===== src/rtl/md5_round_sched.sv =====
// md5_round_sched: round sequencer for one MD5 compression context.
// Issues 64 round addresses to the registered Kt ROM (2-cycle latency), then
// emits per-round controls (word index, rotate, function select) aligned to
// the ROM's Kt output.
// Optional build macro MD5_ROUND_SCHED_PERF_EN adds blk_cnt / stall_cnt.
//
// Handshake: a block is accepted on a CLK edge where start && ready; ready is
// high only in IDLE and a start while not ready is dropped, never queued.
module md5_round_sched #(
    parameter int T_OFFSET = 4,
    parameter int KT_LAT   = 2
) (
    input  logic        CLK,
    input  logic        rst_n,
    input  logic        start,
    output logic        ready,
    input  logic        hold,
    input  logic        abort,
    output logic [6:0]  kt_t,
    output logic        kt_en,
    output logic        kt_rst,
    output logic        round_valid,
    output logic [5:0]  round_num,
    output logic [3:0]  wrd_idx,
    output logic [4:0]  rot,
    output logic [1:0]  fsel,
    output logic        done
`ifdef MD5_ROUND_SCHED_PERF_EN
    ,
    output logic [31:0] blk_cnt,
    output logic [31:0] stall_cnt
`endif
);

    // The control pipeline below is exactly two stages deep to match the ROM.
    if (KT_LAT != 2) begin : g_bad_kt_lat
        $error("md5_round_sched: KT_LAT must be 2");
    end

    typedef enum logic [1:0] {
        IDLE  = 2'd0,
        ISSUE = 2'd1,
        DRAIN = 2'd2
    } state_t;

    state_t      state, state_nxt;
    logic [5:0]  cnt, cnt_nxt;
    logic        drain_cnt, drain_nxt;
    logic        aborting;
    logic [6:0]  kt_t_q;
    logic        kt_rst_q;

    logic        s1_v;
    logic [5:0]  s1_r;
    logic        s2_v;
    logic [5:0]  r_q;
    logic [3:0]  wrd_q;
    logic [4:0]  rot_q;
    logic [1:0]  fsel_q;

    // MD5 message word index g for round r (mod 16 only needs r[3:0]).
    function automatic logic [3:0] calc_wrd(input logic [5:0] r);
        logic [3:0] rl;
        rl = r[3:0];
        case (r[5:4])
            2'd0:    calc_wrd = rl;
            2'd1:    calc_wrd = rl * 4'd5 + 4'd1;
            2'd2:    calc_wrd = rl * 4'd3 + 4'd5;
            default: calc_wrd = rl * 4'd7;
        endcase
    endfunction

    // Left-rotate amount s, by round group r[5:4] and position r[1:0].
    function automatic logic [4:0] calc_rot(input logic [5:0] r);
        case ({r[5:4], r[1:0]})
            4'h0: calc_rot = 5'd7;   4'h1: calc_rot = 5'd12;
            4'h2: calc_rot = 5'd17;  4'h3: calc_rot = 5'd22;
            4'h4: calc_rot = 5'd5;   4'h5: calc_rot = 5'd9;
            4'h6: calc_rot = 5'd14;  4'h7: calc_rot = 5'd20;
            4'h8: calc_rot = 5'd4;   4'h9: calc_rot = 5'd11;
            4'hA: calc_rot = 5'd16;  4'hB: calc_rot = 5'd23;
            4'hC: calc_rot = 5'd6;   4'hD: calc_rot = 5'd10;
            4'hE: calc_rot = 5'd15;  default: calc_rot = 5'd21;
        endcase
    endfunction

    assign aborting = abort && (state != IDLE);

    // Next-state, issue counter and ROM enable; abort wins over hold.
    always_comb begin
        state_nxt = state;
        cnt_nxt   = cnt;
        drain_nxt = drain_cnt;
        kt_en     = 1'b0;
        ready     = (state == IDLE);
        if (aborting) begin
            state_nxt = IDLE;
            cnt_nxt   = 6'd0;
            drain_nxt = 1'b0;
        end else begin
            case (state)
                IDLE: begin
                    if (start) begin
                        state_nxt = ISSUE;
                        cnt_nxt   = 6'd0;
                    end
                end
                ISSUE: begin
                    if (!hold) begin
                        kt_en = 1'b1;
                        if (cnt == 6'd63) begin
                            state_nxt = DRAIN;
                            drain_nxt = 1'b0;
                        end else begin
                            cnt_nxt = cnt + 6'd1;
                        end
                    end
                end
                DRAIN: begin
                    if (!hold) begin
                        if (drain_cnt == 1'(KT_LAT - 1)) begin
                            state_nxt = IDLE;
                        end else begin
                            drain_nxt = drain_cnt + 1'b1;
                        end
                    end
                end
                default: state_nxt = IDLE;
            endcase
        end
    end

    // ROM address follows the issue counter in ISSUE and holds elsewhere.
    always_comb begin
        kt_t = kt_t_q;
        if (state == ISSUE) kt_t = {1'b0, cnt} + 7'(T_OFFSET);
    end

    // State, counters, held ROM address and the one-shot ROM clear.
    always_ff @(posedge CLK) begin
        if (!rst_n) begin
            state     <= IDLE;
            cnt       <= 6'd0;
            drain_cnt <= 1'b0;
            kt_t_q    <= 7'd0;
            kt_rst_q  <= 1'b1;
        end else begin
            state     <= state_nxt;
            cnt       <= cnt_nxt;
            drain_cnt <= drain_nxt;
            kt_t_q    <= kt_t;
            kt_rst_q  <= aborting;
        end
    end

    // Two-stage valid/index pipeline matching the ROM latency; stage 2 holds
    // the registered round controls, which keep their value when idle.
    always_ff @(posedge CLK) begin
        if (!rst_n) begin
            s1_v   <= 1'b0;
            s1_r   <= 6'd0;
            s2_v   <= 1'b0;
            r_q    <= 6'd0;
            wrd_q  <= 4'd0;
            rot_q  <= 5'd0;
            fsel_q <= 2'd0;
        end else if (aborting) begin
            s1_v <= 1'b0;
            s2_v <= 1'b0;
        end else if (!hold) begin
            s1_v <= kt_en;
            s1_r <= cnt;
            s2_v <= s1_v;
            if (s1_v) begin
                r_q    <= s1_r;
                wrd_q  <= calc_wrd(s1_r);
                rot_q  <= calc_rot(s1_r);
                fsel_q <= s1_r[5:4];
            end
        end
    end

    assign kt_rst      = kt_rst_q;
    assign round_valid = s2_v && !hold;
    assign round_num   = r_q;
    assign wrd_idx     = wrd_q;
    assign rot         = rot_q;
    assign fsel        = fsel_q;
    assign done        = round_valid && (r_q == 6'd63);

`ifdef MD5_ROUND_SCHED_PERF_EN
    // Completed-block counter (wraps) and busy-stall counter (saturates).
    always_ff @(posedge CLK) begin
        if (!rst_n) begin
            blk_cnt   <= 32'd0;
            stall_cnt <= 32'd0;
        end else begin
            if (done) blk_cnt <= blk_cnt + 32'd1;
            if (hold && (state != IDLE) && (stall_cnt != 32'hFFFF_FFFF))
                stall_cnt <= stall_cnt + 32'd1;
        end
    end
`endif

endmodule


===== config.mk =====
export PLATFORM = sky130hd
export DESIGN_NAME = md5_round_sched
export DESIGN_NICKNAME = d
export VERILOG_FILES = /design/src/rtl/md5_round_sched.sv
export SDC_FILE = /design/constraint.sdc
export NUM_CORES = 1
export LEC_CHECK = 0
export ABC_AREA = 1
export CAP_MARGIN = 20
export CORE_ASPECT_RATIO = 1.75
export CORE_MARGIN = 2
export CORE_UTILIZATION = 30
export DETAILED_ROUTE_END_ITERATION = 12
export PLACE_DENSITY = 0.54
export SLEW_MARGIN = 40
export SYNTH_ARGS = -nofsm -noshare
export SYNTH_HDL_FRONTEND = slang
export SYNTH_SLANG_ARGS = --single-unit

===== constraint.sdc =====
create_clock -name CLK -period 2.6 [get_ports CLK]
set_input_delay 0.52 -clock CLK [delete_from_list [all_inputs] [get_ports CLK]]
set_output_delay 0.52 -clock CLK [all_outputs]
set_load 0.005 [all_outputs]

==> flow_summary_export.csv <==
group,metric,value,unit
sta,skew,2.51,ps
routing,viasPerCell,4.79,
sta,maxSlewViolCount,0,
global_route,grt-ovfl-total,0,
routing,drc,0,
routing,dr_total_vias,2082,
yosys,seq_area_frac_synth,0.355,
sta,final-hold-violation-count,0,
floorplan,io_pins,34,
global_route,antenna_found_initial,0,
outcome,outcome,"finished clean",
routing,ant_nets,0,
clocking,clk_latency,280,ps
clocking,clock-sinks,40,
floorplan,dieArea,8260,sq um
placed_design,io_buffers,33,
setup_path,endpoint_kind,"output port",
setup_path,reg2reg_from,"s1_r[0]",
layout,antenna_cells,0,
yosys,syn_nets,330,
worst_hold_path,min_path_cells,2,
routing,drtPass1Iterations,4,
layout,fin_nets,366,
global_route,grt_pass1_vias,2058,
yosys,yosys_warnings,0,
power_and_ir_drop,vdd.ir_drop.worst,0.583,mV
routing,finalWirelength,5620,um
floorplan,start_util,0.312,
clocking,cts_resized,0,
routing,dr_wl_met2,3300,um
setup_path,worst_ep_arrival_time,1940,ps
global_route,grt_pass1_wl,9470,um
layout,final_cells,435,
setup_path,startpoint_type,"input port",
setup_path,critPathKind,"in2out",
worst_hold_path,hp-class,"reg2reg",
floorplan,die_w,69.6,um
floorplan,num_rows,41,
sta,fmax,0.407,GHz
sta,setup_viol,0,
clocking,cts.path.max_buffers,2,
yosys,synth_cells,312,
sta,setup_tns,0,ps
layout,drive_above_1_share,0.106,
setup_path,rr_endpoint,"wrd_idx[3]",
layout,syn_to_final_growth,25.6,%
power_and_ir_drop,p_leak,1.24,nW
floorplan,die_y,119,um
routing,drt-met1-wl,2040,um
routing,routedWlPerCell,12.9,um
yosys,syn_area,2260,sq um
clocking,cts_root_buffer,"clkbuf_16",
global_route,grt_start_max_net_pins,21,
yosys,synth.distinct_cells,39,
flow_run,drv_cap,0,
clocking,htree_num_levels,2,
setup_path,critPathRequiredTime,2080,ps
worst_hold_path,hp-start,"kt_t_q[6]",
setup_path,critPathMaxFanout,5,
clocking,cts_made_buffers,5,
setup_path,rrSetupSlack,530,ps
clocking,path_clk_slew,60,ps
sta,layout_min_cycle_time,2460,ps
placed_design,dp_hpwl,4360,um
yosys,avgSynthCellArea,7.23,sq um
routing,drtIter0Drc,85,
sta,rsz0062_at_grt,"false",
placed_design,place_area,2670,sq um
routing,wl_met3,101,um
sta,slew_headroom,0.597,
clocking,cts_setup_buffers,0,
layout,fin_area,2830,sq um
yosys,synth-seq-cells,40,
worst_hold_path,min_to,"kt_t_q[6]",
floorplan,core-area,7230,sq um
setup_path,r2r.worst_path.cells,11,
routing,maxUsedRoutingLayer,"met4",
global_route,grtUsageTotal,0.143,
power_and_ir_drop,p_per_area,608,nW/um^2
sta,min_period_over_period,0.945,
layout,n_fill_cell,772,
sta,tightest_slew,604,ps
placed_design,dp_cells,427,
placed_design,routabilityCongestion,0.935,
clocking,tritoncts,"done",
clocking,postCtsHoldBufs,0,
[layout by cell type, fill, tap and decap left out, drive strengths merged]
master,instances
nand2,68
inv,43
dfxtp,40
a21oi,37
nor2,36
clkdlybuf4s50,33
o21ai,26
nand3,14
ha,12
buf,6
clkbuf,6
or2,4
a211oi,4
xor2,3
xnor2,2
nand4,2
nor3,2
o21bai,1
o211ai,1
a41oi,1
o2111ai,1
a311oi,1
o22ai,1
a31oi,1
nor3b,1
fa,1
clkinv,1
bufinv,1
[where the power goes]
group | switching [mW] | internal, mW
Clock | 0.244 | 0.451
Combinational | 0.204 | 0.151
Sequential | 0.0286 | 0.645
[state kept, by name, indices dropped and copies added, names as in the netlist, 2 cells and up]
register / flops
kt_t_q: 7
cnt: 6
round_num: 6
s1_r: 6
rot: 5
wrd_idx: 4
state: 2
[final cells by class]
cell class / instances / area (sq um) / area share
flip-flops and latches: 40 / 801 / 0.283
clock buffers: 6 / 129 / 0.0455
well taps: 86 / 108 / 0.0380
repair buffers: 39 / 375 / 0.132
multi-input cells: 219 / 1220 / 0.432
clock inverters: 2 / 35.0 / 0.0124
inverters: 43 / 161 / 0.0570
[per-layer routing]
layer | global-route usage | up-vias
li1 | - | 1078
met4 | 0.0772 | 0
met3 | 0.0239 | 11
met5 | 0 | -
met1 | 0.135 | 967
met2 | 0.282 | 26
[worst max path at each step]
stage                  from    endpoint  slack, ps  cells after the start
finish                 hold       kt_en        140                      6
detailed placement     hold       kt_en        130                      6
global placement       hold       kt_en        140                      6
floorplan           s1_r[1]  wrd_idx[3]        730                     10
global route           hold       kt_en         70                      6
CTS                    hold       kt_en        130                      6
[synthesized netlist by cell type]
cell       number  area (sq um)
o2111ai_1       1          8.76
nor3b_1         1          7.51
buf_6           1          11.3
o21bai_4        1          18.8
a211oi_2        1          12.5
xor2_1          3          26.3
a21oi_1        29           145
nor2_8          1          20.0
a31oi_1         1          6.26
nand3_1        14          70.1
a211oi_1        3          22.5
nand4_1         2          12.5
fa_1            1          20.0
a41oi_1         1          8.76
buf_1           1          3.75
buf_2           3          15.0
o21ai_2         1          8.76
nand2_2         3          18.8
a21oi_2         8          70.1
o211ai_1        1          7.51
inv_1          41           154
nor2_4          1          11.3
buf_8           1          15.0
ha_1           12           150
o21ai_0        15          75.1
a311oi_1        1          8.76
clkbuf_1        1          3.75
dfxtp_1        40           801
nand2_1        63           236
buf_4           2          15.0
nand2_4         2          22.5
o21ai_1        10          50.1
o22ai_1         1          6.26
nor3_1          2          10.0
xnor2_1         2          17.5
inv_2           2          7.51
nor2_1         34           128
clkbuf_2        1          5.00
or2_2           4          25.0
[critical path, stage by stage]
cell,delay [ps]
clkdlybuf4s50_1,420
buf_4,160
inv_1,120
nand2_4,60
nor2_1,130
clkdlybuf4s50_1,520
[per-stage QoR]
stage                     hold slack (ps)  total power, mW   util  worst slack, ps
after floorplan                       434            0.916      -              733
after global placement                444             1.04  0.369              145
after detailed placement              452             1.05  0.369              128
after CTS                             464             1.75  0.392              126
after global routing                  496             1.82  0.392             73.0
final                                 460             1.72  0.392              142
[logic make-up (layout without fill, tap and decap cells)]
logic type | after synthesis | after routing | synth area share
and+or+nand+nor | 127 | 127 | 0.249
AOI/OAI and AO/OA | 74 | 74 | 0.199
buffers and inverters | 53 | 90 | 0.102
DFF | 40 | 40 | 0.355
adders and majority gates | 13 | 13 | 0.0754
xor gates and xnor gates | 5 | 5 | 0.0194
(Power assumes the default switching activity.)
